File: src/rtl/cbb_ones_index_emitter_pkg.sv
// Shared CBB definitions: width derivation helpers (common with the popcount block)
// and the emitter state encoding.
package cbb_ones_index_emitter_pkg;

  localparam int CBB_DEFAULT_WIDTH = 8;

  // Index width for a bitmap of the given width.
  function automatic int cbb_idx_w(input int width);
    return $clog2(width);
  endfunction

  // Count/rank width: wide enough to hold a full popcount of the bitmap.
  function automatic int cbb_cnt_w(input int width);
    return $clog2(width) + 1;
  endfunction

  typedef enum logic {
    ST_IDLE = 1'b0,
    ST_EMIT = 1'b1
  } cbb_state_t;

endpackage

File: src/rtl/cbb_ones_index_emitter_lsb_onehot_finder.sv
// Combinational lowest-set-bit finder: index, one-hot mask and an exactly-one-set flag.
module cbb_lsb_onehot_finder
  import cbb_ones_index_emitter_pkg::*;
#(
  parameter int WIDTH = CBB_DEFAULT_WIDTH,
  localparam int IDX_W = cbb_idx_w(WIDTH)
) (
  input  logic [WIDTH-1:0] vec,
  output logic [IDX_W-1:0] idx,
  output logic [WIDTH-1:0] onehot,
  output logic             single
);

  // Two's-complement trick isolates the lowest set bit.
  assign onehot = vec & (~vec + WIDTH'(1));
  assign single = (vec != '0) && ((vec & (vec - WIDTH'(1))) == '0);

  always_comb begin
    idx = '0;
    for (int i = WIDTH - 1; i >= 0; i--) begin
      if (vec[i]) idx = IDX_W'(i);
    end
  end

endmodule

File: src/rtl/cbb_ones_index_emitter.sv
// Expands an accepted bitmap into an LSB-first stream of set-bit indices,
// one per handshake, tagged with rank, last and an all-zero bitmap marker.
//
// state   | meaning
// IDLE    | no bitmap held; in_ready=1, out_valid=0
// EMIT    | residue holds the not-yet-emitted bits; one beat presented per cycle
module cbb_ones_index_emitter
  import cbb_ones_index_emitter_pkg::*;
#(
  parameter int WIDTH = CBB_DEFAULT_WIDTH,
  localparam int IDX_W = cbb_idx_w(WIDTH),
  localparam int OUT_CNT_W = cbb_cnt_w(WIDTH)
) (
  input  logic                 clk,
  input  logic                 rst_n,
  input  logic                 in_valid,
  output logic                 in_ready,
  input  logic [WIDTH-1:0]     data_in,
  output logic                 out_valid,
  input  logic                 out_ready,
  output logic [IDX_W-1:0]     out_idx,
  output logic [OUT_CNT_W-1:0] out_rank,
  output logic                 out_last,
  output logic                 out_zero
);

  cbb_state_t           state;
  logic [WIDTH-1:0]     residue;
  logic [WIDTH-1:0]     lsb_onehot;
  logic [IDX_W-1:0]     lsb_idx;
  logic                 lsb_single;
  logic [OUT_CNT_W-1:0] rank;
  logic                 emit;
  logic                 res_zero;
  logic                 xfer;
  logic                 accept;

  cbb_lsb_onehot_finder #(.WIDTH(WIDTH)) u_finder (
    .vec    (residue),
    .idx    (lsb_idx),
    .onehot (lsb_onehot),
    .single (lsb_single)
  );

  // Outputs decode straight from registered state, so they hold under backpressure.
  assign emit      = (state == ST_EMIT);
  assign res_zero  = (residue == '0);
  assign out_valid = emit;
  assign out_idx   = lsb_idx;
  assign out_rank  = rank;
  assign out_last  = emit & (lsb_single | res_zero);
  assign out_zero  = emit & res_zero;

  assign xfer     = out_valid & out_ready;
  assign in_ready = ~emit | (xfer & out_last);
  assign accept   = in_valid & in_ready;

  always_ff @(posedge clk or negedge rst_n) begin
    if (!rst_n) begin
      state   <= ST_IDLE;
      residue <= '0;
      rank    <= '0;
    end else if (accept) begin
      // Covers both a fresh start and a new bitmap landing on the last beat.
      state   <= ST_EMIT;
      residue <= data_in;
      rank    <= '0;
    end else if (xfer) begin
      residue <= residue & ~lsb_onehot;
      if (out_last) begin
        state <= ST_IDLE;
        rank  <= '0;
      end else begin
        rank <= rank + OUT_CNT_W'(1);
      end
    end
  end

endmodule

File: config.mk
export PLATFORM = sky130hd
export DESIGN_NAME = cbb_ones_index_emitter
export DESIGN_NICKNAME = d
export VERILOG_FILES = /design/src/rtl/cbb_ones_index_emitter_pkg.sv /design/src/rtl/cbb_ones_index_emitter_lsb_onehot_finder.sv /design/src/rtl/cbb_ones_index_emitter.sv
export SDC_FILE = /design/constraint.sdc
export NUM_CORES = 1
export LEC_CHECK = 0
export BUFFER_PORTS_ARGS = -buffer_cell sky130_fd_sc_hd__buf_4
export CAP_MARGIN = 15
export CORE_MARGIN = 8
export CORE_UTILIZATION = 45
export CTS_CLUSTER_DIAMETER = 100
export DETAILED_ROUTE_END_ITERATION = 8
export HOLD_SLACK_MARGIN = 0.05
export PLACE_DENSITY = 0.8
export SLEW_MARGIN = 25
export SYNTH_ARGS = -nofsm -noshare
export SYNTH_HDL_FRONTEND = slang
export SYNTH_SLANG_ARGS = --single-unit
File: constraint.sdc
create_clock -name clk -period 2.4 [get_ports clk]
set_input_delay 0.36 -clock clk [delete_from_list [all_inputs] [get_ports clk]]
set_output_delay 0.36 -clock clk [all_outputs]
set_load 0.05 [all_outputs]
======== Word level (Yosys, flattened, before mapping) ========
Index checks and enable logic that the tools add are counted.
cells by class
  $add $sub $neg .......................... 3
  muxes and demuxes ....................... 16
  bitwise operators ....................... 13
  reductions and logical operators ........ 7
operators with widths
  kind                                               count
  AND 8 bit                                          3
  two-way mux 3 bit                                  8
  logical NOT 8 bit                                  2
  two-way mux 8 bit                                  2
  inverter 8 bit                                     2
  two-way mux 4 bit                                  3
  adder 8 x 1 -> 8 bit (second input constant)       1
  nonzero test 8 bit                                 1
  subtractor 8 x 1 -> 8 bit (second input constant)  1
  AND 1 bit                                          5
  adder 4 x 1 -> 4 bit (second input constant)       1
  nonzero test 2 bit                                 2
  two-way mux 1 bit                                  3
  bitwise OR 1 bit                                   2
  AND reduction 2 bit                                1
  logical AND 1 bit                                  1
  inverter 1 bit                                     1
word-level totals
  register bits after elaboration ......... 13
  output and inout bits ................... 11
  word-level logic and storage cells ...... 42

======== Depth between registers and ports, before layout ========
Gate-level depths: netlist of run 1.
  word-level depth ........................ 11
  gate-level depth with buffers ........... 7

======== By module ========
Synthesis of run 1 repeated with hierarchy kept, for this count alone.
second synthesis, totals
  cells, all modules ...................... 111
  area, all modules ....................... 909.6 sq um
modules (own cells, without submodules)
  module                  instances  cells each  area an instance (sq um)  seq. area each (sq um)
  cbb_ones_index_emitter  1          78          684.4                     325.3
  cbb_lsb_onehot_finder   1          33          225.2                     0.0

======== Worst setup path after synthesis of run 1 ========
Ideal clock, no wire load.
  kind .................................... flip-flop to output port
  start ................................... register state, in the netlist out_valid
  end ..................................... output port out_zero
  arrival time ............................ 2.304 ns
  setup slack ............................. -0.264 ns
  cell stages (with the launch flop) ...... 4
  path buffers ............................ 1
  path through ............................ dfrtp_1 -> clkbuf_1 -> inv_1 -> nor3b_1
on the way
  cells in the longest elaborated chain, start to end .. 1
ends and longest elaborated chain
  element                 line                          text
  start, declared         cbb_ones_index_emitter.sv:27  cbb_state_t state;
  start signal, assigned  cbb_ones_index_emitter.sv:60  state <= ST_IDLE;
  start signal, assigned  cbb_ones_index_emitter.sv:65  state <= ST_EMIT;
  start signal, assigned  cbb_ones_index_emitter.sv:71  state <= ST_IDLE;
  AND 1 bit               cbb_ones_index_emitter.sv:52  assign out_zero = emit & res_zero;
  end, declared           cbb_ones_index_emitter.sv:24  output logic out_zero
No other way between the ends.

======== Worst setup path after layout of run 1 ========
  start ................................... register residue[1]
  end ..................................... output port out_last
on the way
  cells in the longest elaborated chain, start to end .. 6
  elaborated cells between the ends (all ways) .. 8
  those cells by class .................... add/sub (1); bitwise (3); reduce/logical (4)
ends and longest elaborated chain
  element                    line                                            text
  start, declared            cbb_ones_index_emitter.sv:28                    logic [WIDTH-1:0] residue;
  start signal, assigned     cbb_ones_index_emitter.sv:66                    residue <= data_in;
  start signal, assigned     cbb_ones_index_emitter.sv:69                    residue <= residue & ~lsb_onehot;
  subtractor 8 x 1 -> 8 bit  cbb_ones_index_emitter_lsb_onehot_finder.sv:16  assign single = (vec != '0) && ((vec & (vec - WIDTH'(1))) == '0);
  AND 8 bit                  cbb_ones_index_emitter_lsb_onehot_finder.sv:16
  logical NOT 8 bit          cbb_ones_index_emitter_lsb_onehot_finder.sv:16
  logical AND 1 bit          cbb_ones_index_emitter_lsb_onehot_finder.sv:16
  bitwise OR 1 bit (*)       cbb_ones_index_emitter.sv:51                    assign out_last = emit & (lsb_single | res_zero);
  AND 1 bit (*)              cbb_ones_index_emitter.sv:51
  end, declared              cbb_ones_index_emitter.sv:23                    output logic out_last,
Mark *: on every way between the ends. The rest lies on a longest branch, timed or not.

==> results of run 1 <==
cell families (layout without fill, tap and decap cells):
| group | after synthesis | count (layout) | synth area share (%) |
|---|---|---|---|
| compound gates | 22 | 22 | 21.9 |
| fa+ha+maj | 2 | 2 | 2.68 |
| buf+inv | 12 | 48 | 6.25 |
| flops | 13 | 13 | 38.7 |
| mux | 7 | 7 | 10.1 |
| simple gates | 35 | 35 | 20.4 |
flip-flops by register name, indices dropped and copies added, names as in the netlist:
signal and cells:
residue 8, out_valid 1, out_rank 4
repair_timing:
action / CTS / global route
hold buffers: 1 / 0
endpoints found under the setup margin: 3 / 8
pin swaps: 4 / 2
hold endpoints to repair: 13 / 0
buffers inserted: 2 / 1
gates resized for setup: 9 / 3
final cells by class:
| cell class | count | area, µm² | area share, % |
|---|---|---|---|
| Inverter | 9 | 33.8 | 2.81 |
| Tap cell | 25 | 31.3 | 2.60 |
| Sequential cell | 13 | 325 | 27.0 |
| Clock buffer | 4 | 26.3 | 2.18 |
| Timing Repair Buffer | 35 | 284 | 23.6 |
| Multi-Input combinational cell | 66 | 503 | 41.8 |
worst max-delay path by stage:
| stage | end | depth (start not counted) |
|---|---|---|
| 3_3_place_gp | residue[2] | 5 |
| 2_1_floorplan | out_last | 5 |
| 3_5_place_dp | residue[4] | 6 |
| 4_1_cts | out_last | 5 |
| 5_1_grt | out_last | 5 |
| 6_report | out_last | 5 |
placed cells by master, fill, tap and decap left out, drive strengths merged:
cell type     n
o31ai         1
nand2         8
nor3b         3
o21ai         6
nor2          9
o31a          1
clkbuf        4
buf          34
or2           1
dlygate4sd3   1
dfrtp        13
inv           9
mux2i         4
a32o          1
nor3          8
o41ai         2
mux2          3
ha            1
nand3         2
nand3b        1
maj3          1
or4           2
a2111oi       1
a31oi         2
and3          1
o311ai        2
a21oi         5
o21bai        1
metal layers:
layer / vias to the layer above / track usage, % / wire, µm
met3: 5 / 2.82 / 78
li1: 405 / - / -
met1: 395 / 14.8 / 926
met2: 17 / 23.1 / 1110
met5: - / 0 / 0
met4: 0 / 8.19 / 54
through the flow:
step / util, % / setup WS (ns) / cell area, µm²
floorplan: - / 0.00267 / 848
global placement: 62.7 / 0.0982 / 1090
detailed placement: 62.7 / 0.0169 / 1090
CTS: 68.0 / -0.0590 / 1190
global route: 69.0 / -0.0977 / 1200
finish: 69.0 / -0.0151 / 1200
==> reports/metrics.yaml, run 1 <==
grt_max_degree: 14
hp-class: "in -> reg"
cp_slowest_cell: "or4_4"
crit_required_ns: 2.04
gp_congestion: 0.787
period_share_pct: 101
hold_path_end: "residue[0]"
drv_slew: 0
syn_avg_cell_area_um2: 9.24
synth_area_um2: 841
path_max_fanout: 2
io_buffer_count: 22
hold_viol: 0
crit-reg2reg-launch: "residue[1]"
syn_nets: 104
vias: 822
netlist_top_cells_area: "dfrtp_1, mux2_4, mux2i_1"
fin_nets: 141
ctsRootBufferMaster: "clkbuf_4"
worst_pin_slew_ns: 0.477
synth_top_cell_by_area: "dfrtp_1"
synth_flop_cell: "dfrtp_1"
ys_seq_area_share_pct: 38.7
clkSinkCount: 13
r2r_slack_ns: 0.05
num-fill-cells: 149
synth.most_common_cell: "dfrtp_1"
die-height_um: 59.2
clk_latency_ns: 0.28
critical_path.cell_chain: "or4_4 -> a2111oi_4 -> o31ai_2 -> nor2_2 -> buf_6"
finalSetupViolCount: 2
drt_iter0_drc: 11
holdWs_ns: 0.302
antenna_cells: 0
setup_ws_ns: -0.0151
synth.distinct_cells: 29
slew-limit-headroom_pct: 68.0
place_inst: 144
cp.arrival_ns: 2.06
holdPathStages: 2
antenna_left: 0
max-cap-violations: 0
num_rows: 15
timing.fmax_mhz: 414
path_buf_inv: 1
worstSetupPathType: "reg -> out"
r2r_end: "residue[6]"
drive_above_1_share_pct: 39.4
core_area_mm2: 0.00175
clockBufferDepth: 2
r2r_cells: 6
status: "finished with violations"
drt_wl_total_um: 2170
hp-start: "data_in[0]"
cp_top_family: "simple AND/OR/NAND/NOR gates"
setup.worst_path.start: "residue[1]"
syn_inst: 91
async_reset_ff_share_pct: 100
finalNonFillerCells: 152
synth_top_area_share_pct: 38.7
startpoint_type: "register"
dieWidth_um: 59.2
failed_checks: "setup timing"
dr.pass1.iters: 4
cts_made_buffers: 3
synth_edf_count: 0
dp_hpwl_um: 1600
htree_levels: 1
antenna_found_initial: 0
grt_pass1_vias: 811
ios: 23
grt_overflow: 0
clkTransAtPathRegs_ns: 0.08
cts_tree: "built"
avgRoutedWirePerCell_um: 14.3
drcViolationCount: 0
final.setup.tns_ns: -0.0152
initial_core_util_pct: 48.2
fin_crit_ns: 2.42
critPathCaptureType: "output pin"
ys_top_cells_by_count: "dfrtp_1, inv_1, nor2_1, nand2_1, nor3_1"
grt_pass1_wl_um: 3680
dieArea_mm2: 0.00351
grt_setup_unrepaired: "true"
area_growth_pct: 43.2
viasPerCell: 5.41
grt.total_usage_pct: 13.5
crit_path_max_incr_delay_ns: 0.57
ys_ff_latch: 13
yosys_warnings: 0
finClkSkew_ns: 0.00386
Power of run 1 is left out: the tool's default activity adds up to more than one toggle a clock period on the data nets, which glitch-free logic cannot reach.
==> run 2: changes to the inputs <==
Settings changed: ABC_AREA set to 1.
==> run 2 against run 1 <==
- the run now ends clean
- non-clock buffer count shrank 11
- fmax grew 9.5%
- sequential cell count is the same
- routed wire length decreased by 3.1%
- highest routed layer unchanged
==> reports/metrics.yaml, run 2 <==
status: "complete, no violations"  # was finished with violations
startpoint_type: "register"  # unchanged
final_area_mm2: 0.00107  # was 0.00120 mm²
placed_cell_area_mm2: 0.00103  # was 0.00109 mm²
finalSetupViolCount: 0  # was 2
final.setup.tns_ns: 0  # was -0.0152 ns
num_rows: 15  # unchanged
yosys_warnings: 0  # unchanged
layout_commonest_cell: "nand2_1"  # was buf_4
pwr-share-seq_pct: 24.5
holdPathStages: 3  # was 2
slew-limit-headroom_pct: 82.2  # was 68.0%
fin_nets: 160  # was 141
r2r_slack_ns: 0.62  # was 0.05 ns
viasPerCell: 4.96  # was 5.41
hold_viol: 0  # unchanged
layout_common_cells: "nand2_1, buf_4, nand3_1"  # was buf_4, dfrtp_1, inv_1
syn_nets: 134  # was 104
cp_top_family: "simple AND/OR/NAND/NOR gates"  # unchanged
max-cap-violations: 0  # unchanged
area_growth_pct: 25.2  # was 43.2%
path_depth: 8  # was 5
drcViolationCount: 0  # unchanged
finClkSkew_ns: 0.00128  # was 0.00386 ns
drv_slew: 0  # unchanged
power.internal_mw: 0.727
grt_pass1_vias: 811  # unchanged
die-height_um: 59.6  # was 59.2 µm
ir_worst_vdd_mv: 0.820
htree_levels: 1  # unchanged
ys_top_cells_by_count: "nand2_1, nand3_1, inv_1, dfrtp_1"  # was dfrtp_1, inv_1, nor2_1, nand2_1, nor3_1
p_clk_share_pct: 8.2
drt_iter0_drc: 36  # was 11
crit_required_ns: 2.04  # about the same
core_area_mm2: 0.00176  # was 0.00175 mm²
ctsRootBufferMaster: "clkbuf_4"  # unchanged
avgRoutedWirePerCell_um: 12.3  # was 14.3 µm
synth.distinct_cells: 19  # was 29
dieArea_mm2: 0.00355  # was 0.00351 mm²
critical_path.cell_chain: "nor2_2 -> nand3_2 -> nand2_2 -> nand2_2 -> nor2_2 -> nand3_2 -> nand2_2 -> buf_4"  # was or4_4 -> a2111oi_4 -> o31ai_2 -> nor2_2 -> buf_6
grt_setup_unrepaired: "false"  # was true
critPathCaptureType: "output pin"  # unchanged
antenna_cells: 0  # unchanged
cp.arrival_ns: 1.85  # was 2.06 ns
grt_pass1_wl_um: 3430  # was 3680 µm
dp_hpwl_um: 1620  # was 1600 µm
grt_max_degree: 14  # unchanged
cp_slowest_cell: "dfrtp_1"  # was or4_4
antenna_left: 0  # unchanged
fin_crit_ns: 2.21  # was 2.42 ns
hp-start: "data_in[0]"  # unchanged
num-fill-cells: 187  # was 149
synth_edf_count: 0  # unchanged
grt.total_usage_pct: 12.6  # was 13.5%
holdWs_ns: 0.304  # was 0.302 ns
cts_tree: "built"  # unchanged
syn_avg_cell_area_um2: 7.06  # was 9.24 µm²
clk_latency_ns: 0.29  # was 0.28 ns
path_max_fanout: 11  # was 2
dieWidth_um: 59.6  # was 59.2 µm
leakage_nw: 0.614
clkTransAtPathRegs_ns: 0.08  # about the same
power.total_mw: 1.73
cts_made_buffers: 3  # unchanged
ys_seq_area_share_pct: 38.1  # was 38.7%
timing.fmax_mhz: 453  # was 414 MHz
ctsResizeCount: 0  # was 9
synth_area_um2: 855  # was 841 µm²
p_switching_mw: 1.01
initial_core_util_pct: 48.4  # was 48.2%
path_buf_inv: 1  # unchanged
p_per_area_mw_per_mm2: 1620
vias: 848  # was 822
crit_path_max_incr_delay_ns: 0.43  # was 0.57 ns
hp-class: "in -> reg"  # unchanged
async_reset_ff_share_pct: 100  # unchanged
clockBufferDepth: 2  # unchanged
ios: 23  # unchanged
r2r_end: "residue[6]"  # unchanged
drt_wl_total_um: 2110  # was 2170 µm
hold_path_end: "residue[0]"  # unchanged
netlist_top_cells_area: "dfrtp_1, nand2_1, nand3_1"  # was dfrtp_1, mux2_4, mux2i_1
cpMostUsedCell: "nand2_2"
worstSetupPathType: "reg -> out"  # unchanged
dr.pass1.iters: 4  # unchanged
r2r_cells: 11  # was 6
synth_top_cell_by_area: "dfrtp_1"  # unchanged
period_share_pct: 91.9  # was 101%
syn_inst: 121  # was 91
regMostFlops: "residue"  # unchanged
switching_share_pct: 58.1
clkSinkCount: 13  # unchanged
pwr-share-comb_pct: 67.3
synth_top_area_share_pct: 38.1  # was 38.7%
largest_register_ffs: 8  # unchanged
grt_overflow: 0  # unchanged
cts_setup_buffers: 0  # was 2
antenna_found_initial: 0  # unchanged
synth.most_common_cell: "nand2_1"  # was dfrtp_1
worst_pin_slew_ns: 0.267  # was 0.477 ns
drive_above_1_share_pct: 27.4  # was 39.4%
gp_congestion: 0.832  # was 0.787
crit-reg2reg-launch: "residue[3]"  # was residue[1]
ys_ff_latch: 13  # unchanged
io_buffer_count: 22  # unchanged
hold_buffers: 1  # unchanged
synth_flop_cell: "dfrtp_1"  # unchanged
==> run 2: cell count changes after synthesis, sizes merged, moves of 2 or more <==
| cell | change |
|---|---|
| a21oi | -2 |
| a31oi | -2 |
| inv | +6 |
| mux2 | -3 |
| mux2i | -4 |
| nand2 | +38 |
| nand3 | +19 |
| nor3 | -8 |
| nor3b | -3 |
| o21ai | -2 |
| o311ai | -2 |
| o41ai | -2 |
| or4 | -2 |
| xor2 | +2 |
==> run 2: area by class of cell <==
type	count	area, µm²	area share, %
inverter	15	56.3	5.26
clock inverter	1	5.00	0.468
clock buffer	3	22.5	2.11
multi-input combinational	90	447	41.8
sequential	13	325	30.4
tap	25	31.3	2.92
timing repair buffer	24	183	17.1
==> run 2: power by group through the flow <==
stage / clock network, mW / logic, mW / registers, mW
2_1_floorplan: 0 / 0.792 / 0.510
3_3_place_gp: 0 / 1.14 / 0.423
3_5_place_dp: 0 / 1.16 / 0.427
4_1_cts: 0.144 / 1.18 / 0.423
5_1_grt: 0.152 / 1.27 / 0.439
6_report: 0.142 / 1.17 / 0.425
==> run 2: layer usage <==
layer	vias to the layer above	routed length, µm	global-route usage [%]
met2	25	1080	21.9
met4	0	25	5.10
li1	433	-	-
met5	-	0	0
met1	386	854	13.2
met3	4	150	4.99
==> run 2: stage by stage <==
step	util, %	cells	worst slack, ns
final	60.6	171	0.194
after global routing	60.6	171	0.0773
after CTS	60.6	171	0.192
after detailed placement	58.5	166	0.522
after global placement	58.5	166	0.583
after floorplan	-	121	0.253
==> run 2: cell families (layout without fill, tap and decap cells) <==
family                     after synthesis  in the layout  synth area share [%]
adders and majority gates                1              1                  1.46
AOI/OAI and AO/OA                       10             10                  7.17
and+or+nand+nor                         77             77                  41.6
buffers and inverters                   18             43                  9.66
DFF                                     13             13                  38.1
xor gates and xnor gates                 2              2                  2.05
==> run 2: worst max-delay path by stage <==
stage | from | end | slack, ns
after global placement | residue[3] | in_ready | 0.58
final | residue[3] | in_ready | 0.19
after global routing | residue[3] | in_ready | 0.08
after detailed placement | residue[3] | in_ready | 0.52
after CTS | residue[3] | in_ready | 0.19
after floorplan | residue[5] | out_idx[1] | 0.25
==> run 2: tightest hold or removal path, cell delays in order <==
cell and delay (ns):
buf_4 0.08, nand3_1 0.07, nand2_1 0.06
(Power assumes the default switching activity.)
==> run 3: changes to the inputs <==
Settings changed: ABC_AREA 1 to unset, CORE_MARGIN 8 to 4.
Clock period 2.4 ns to 2 ns, I/O delays scaled along.
==> run 3 against run 2 <==
- the run now ends with setup timing left
- count of clock-buffer cells in the layout is the same
- register-to-register slack lost 0.91 ns
- cell count shrank 11%
- clock skew grew 0.0080 ns
- worst setup slack lost 0.49 ns
- sequential cell count is the same
- sequential share of layout area shrank 4.3 points
- critical endpoint unchanged
==> reports/metrics.yaml, run 3 (same netlist as run 1, synthesis figures left out) <==
status: "finished with violations"  # was complete, no violations
failed_checks: "setup timing"
grt-busiest-layer: "met2"  # unchanged
regMostFlops: "residue"  # unchanged
cp.arrival_ns: 2.00  # was 1.85 ns
cts_made_buffers: 3  # unchanged
hp-start: "data_in[0]"  # unchanged
num-fill-cells: 133  # was 187
htree_levels: 1  # unchanged
clkSinkCount: 13  # unchanged
area_growth_pct: 48.4  # was 25.2%
multi_input_area_um2: 523  # was 447 µm²
crit_required_ns: 1.70  # was 2.04 ns
r2r_cells: 6  # was 11
drt_iter0_drc: 12  # was 36
utilization_pct: 71.5  # was 60.6%
grt.total_usage_pct: 18.9  # was 12.6%
num_rows: 15  # unchanged
cts_tree: "built"  # unchanged
path_max_fanout: 5  # was 11
finalSetupViolCount: 12  # was 0
core_area_mm2: 0.00175  # was 0.00176 mm²
largest_register_ffs: 8  # unchanged
hold_path_end: "residue[0]"  # unchanged
r2r_end: "residue[6]"  # unchanged
startpoint_type: "register"  # unchanged
use_met2_pct: 34.3  # was 21.9%
vias: 826  # was 848
crit-reg2reg-launch: "residue[2]"  # was residue[3]
clockBufferDepth: 2  # unchanged
antenna_cells: 0  # unchanged
avgRoutedWirePerCell_um: 14.2  # was 12.3 µm
antenna_left: 0  # unchanged
initial_core_util_pct: 48.2  # was 48.4%
dp_hpwl_um: 1550  # was 1620 µm
gp_congestion: 0.833  # was 0.832
worstSetupPathType: "reg -> out"  # unchanged
drcViolationCount: 0  # unchanged
grt_max_degree: 14  # unchanged
worst_pin_slew_ns: 0.393  # was 0.267 ns
dieArea_mm2: 0.00262  # was 0.00355 mm²
fin_crit_ns: 2.30
io_buffer_count: 22  # unchanged
clkTransAtPathRegs_ns: 0.09  # was 0.08 ns
hold_viol: 0  # unchanged
holdPathStages: 2  # was 3
timing.fmax_mhz: 435
grt_setup_unrepaired: "true"  # was false
ff_latch_area_um2: 325  # unchanged
grt_use_met3_pct: 6.41  # was 4.99%
ctsRootBufferMaster: "clkbuf_4"  # unchanged
layout_commonest_cell: "buf_4"  # was nand2_1
dr.pass1.iters: 4  # unchanged
drv_slew: 0  # unchanged
critPathCaptureType: "output pin"  # unchanged
holdWs_ns: 0.230  # was 0.304 ns
finClkSkew_ns: 0.00923  # was 0.00128 ns
grt_pass1_vias: 872  # was 811
setup_ws_ns: -0.299  # was 0.194 ns
dieWidth_um: 51.2  # was 59.6 µm
max-cap-violations: 0  # unchanged
grt_pass1_wl_um: 3730  # was 3430 µm
viasPerCell: 5.40  # was 4.96
drive_above_1_share_pct: 43.0  # was 27.4%
layout_common_cells: "buf_4, dfrtp_1, inv_1"  # was nand2_1, buf_4, nand3_1
drt_wl_total_um: 2170  # was 2110 µm
r2r_slack_ns: -0.29  # was 0.62 ns
clk_latency_ns: 0.28  # was 0.29 ns
period_share_pct: 115
fin_nets: 142  # was 160
antenna_found_initial: 0  # unchanged
grt_overflow: 0  # unchanged
ios: 23  # unchanged
met1_usage_pct: 21.0  # was 13.2%
place_inst: 145  # was 166
die-height_um: 51.2  # was 59.6 µm
hp-class: "in -> reg"  # unchanged
finalNonFillerCells: 153  # was 171
slew-limit-headroom_pct: 73.6  # was 82.2%
## run 3: repair_timing
item | in CTS | in global routing
setup buffers | 4 | 0
endpoints found under the hold margin | 13 | 0
endpoints found under the setup margin | 14 | 14
resized for setup | 13 | 3
hold buffers | 1 | 0
pin swaps | 3 | 1
## run 3: stage by stage
| stage | setup TNS, ns | cell area, µm² | setup WS, ns |
|---|---|---|---|
| floorplan | -1.29 | 863 | -0.198 |
| CTS | -2.98 | 1230 | -0.297 |
| global placement | -1.10 | 1120 | -0.152 |
| global route | -4.12 | 1250 | -0.397 |
| detailed placement | -1.55 | 1120 | -0.218 |
| finish | -3.00 | 1250 | -0.299 |
## run 3: how the worst max path moves through the flow
stage / from / endpoint / slack, ns
detailed placement: residue[2] / residue[4] / -0.22
global placement: residue[2] / residue[2] / -0.15
CTS: residue[2] / in_ready / -0.30
floorplan: residue[2] / residue[2] / -0.20
global route: residue[2] / in_ready / -0.40
finish: residue[2] / in_ready / -0.30
## run 3: area by class of cell
cell class                      instances  area share, %
Timing Repair Buffer                   36           24.6
Clock buffer                            3           1.81
Clock inverter                          1          0.401
Tap cell                               25           2.51
Inverter                                9           2.71
Sequential cell                        13           26.1
Multi-Input combinational cell         66           41.9
## run 3: critical path: stages, from the launching register on
cell	delay, ns
dfrtp_1	0.40
or4_4	0.60
a2111oi_4	0.28
o311ai_2	0.14
nand2_1	0.13
buf_6	0.17
## run 3: metal layers
| layer | vias up | wire length (µm) |
|---|---|---|
| li1 | 407 | - |
| met1 | 403 | 892 |
| met2 | 14 | 1160 |
| met3 | 2 | 98 |
| met4 | 0 | 14 |
| met5 | - | 0 |
Power of run 3 is left out for the same reason.
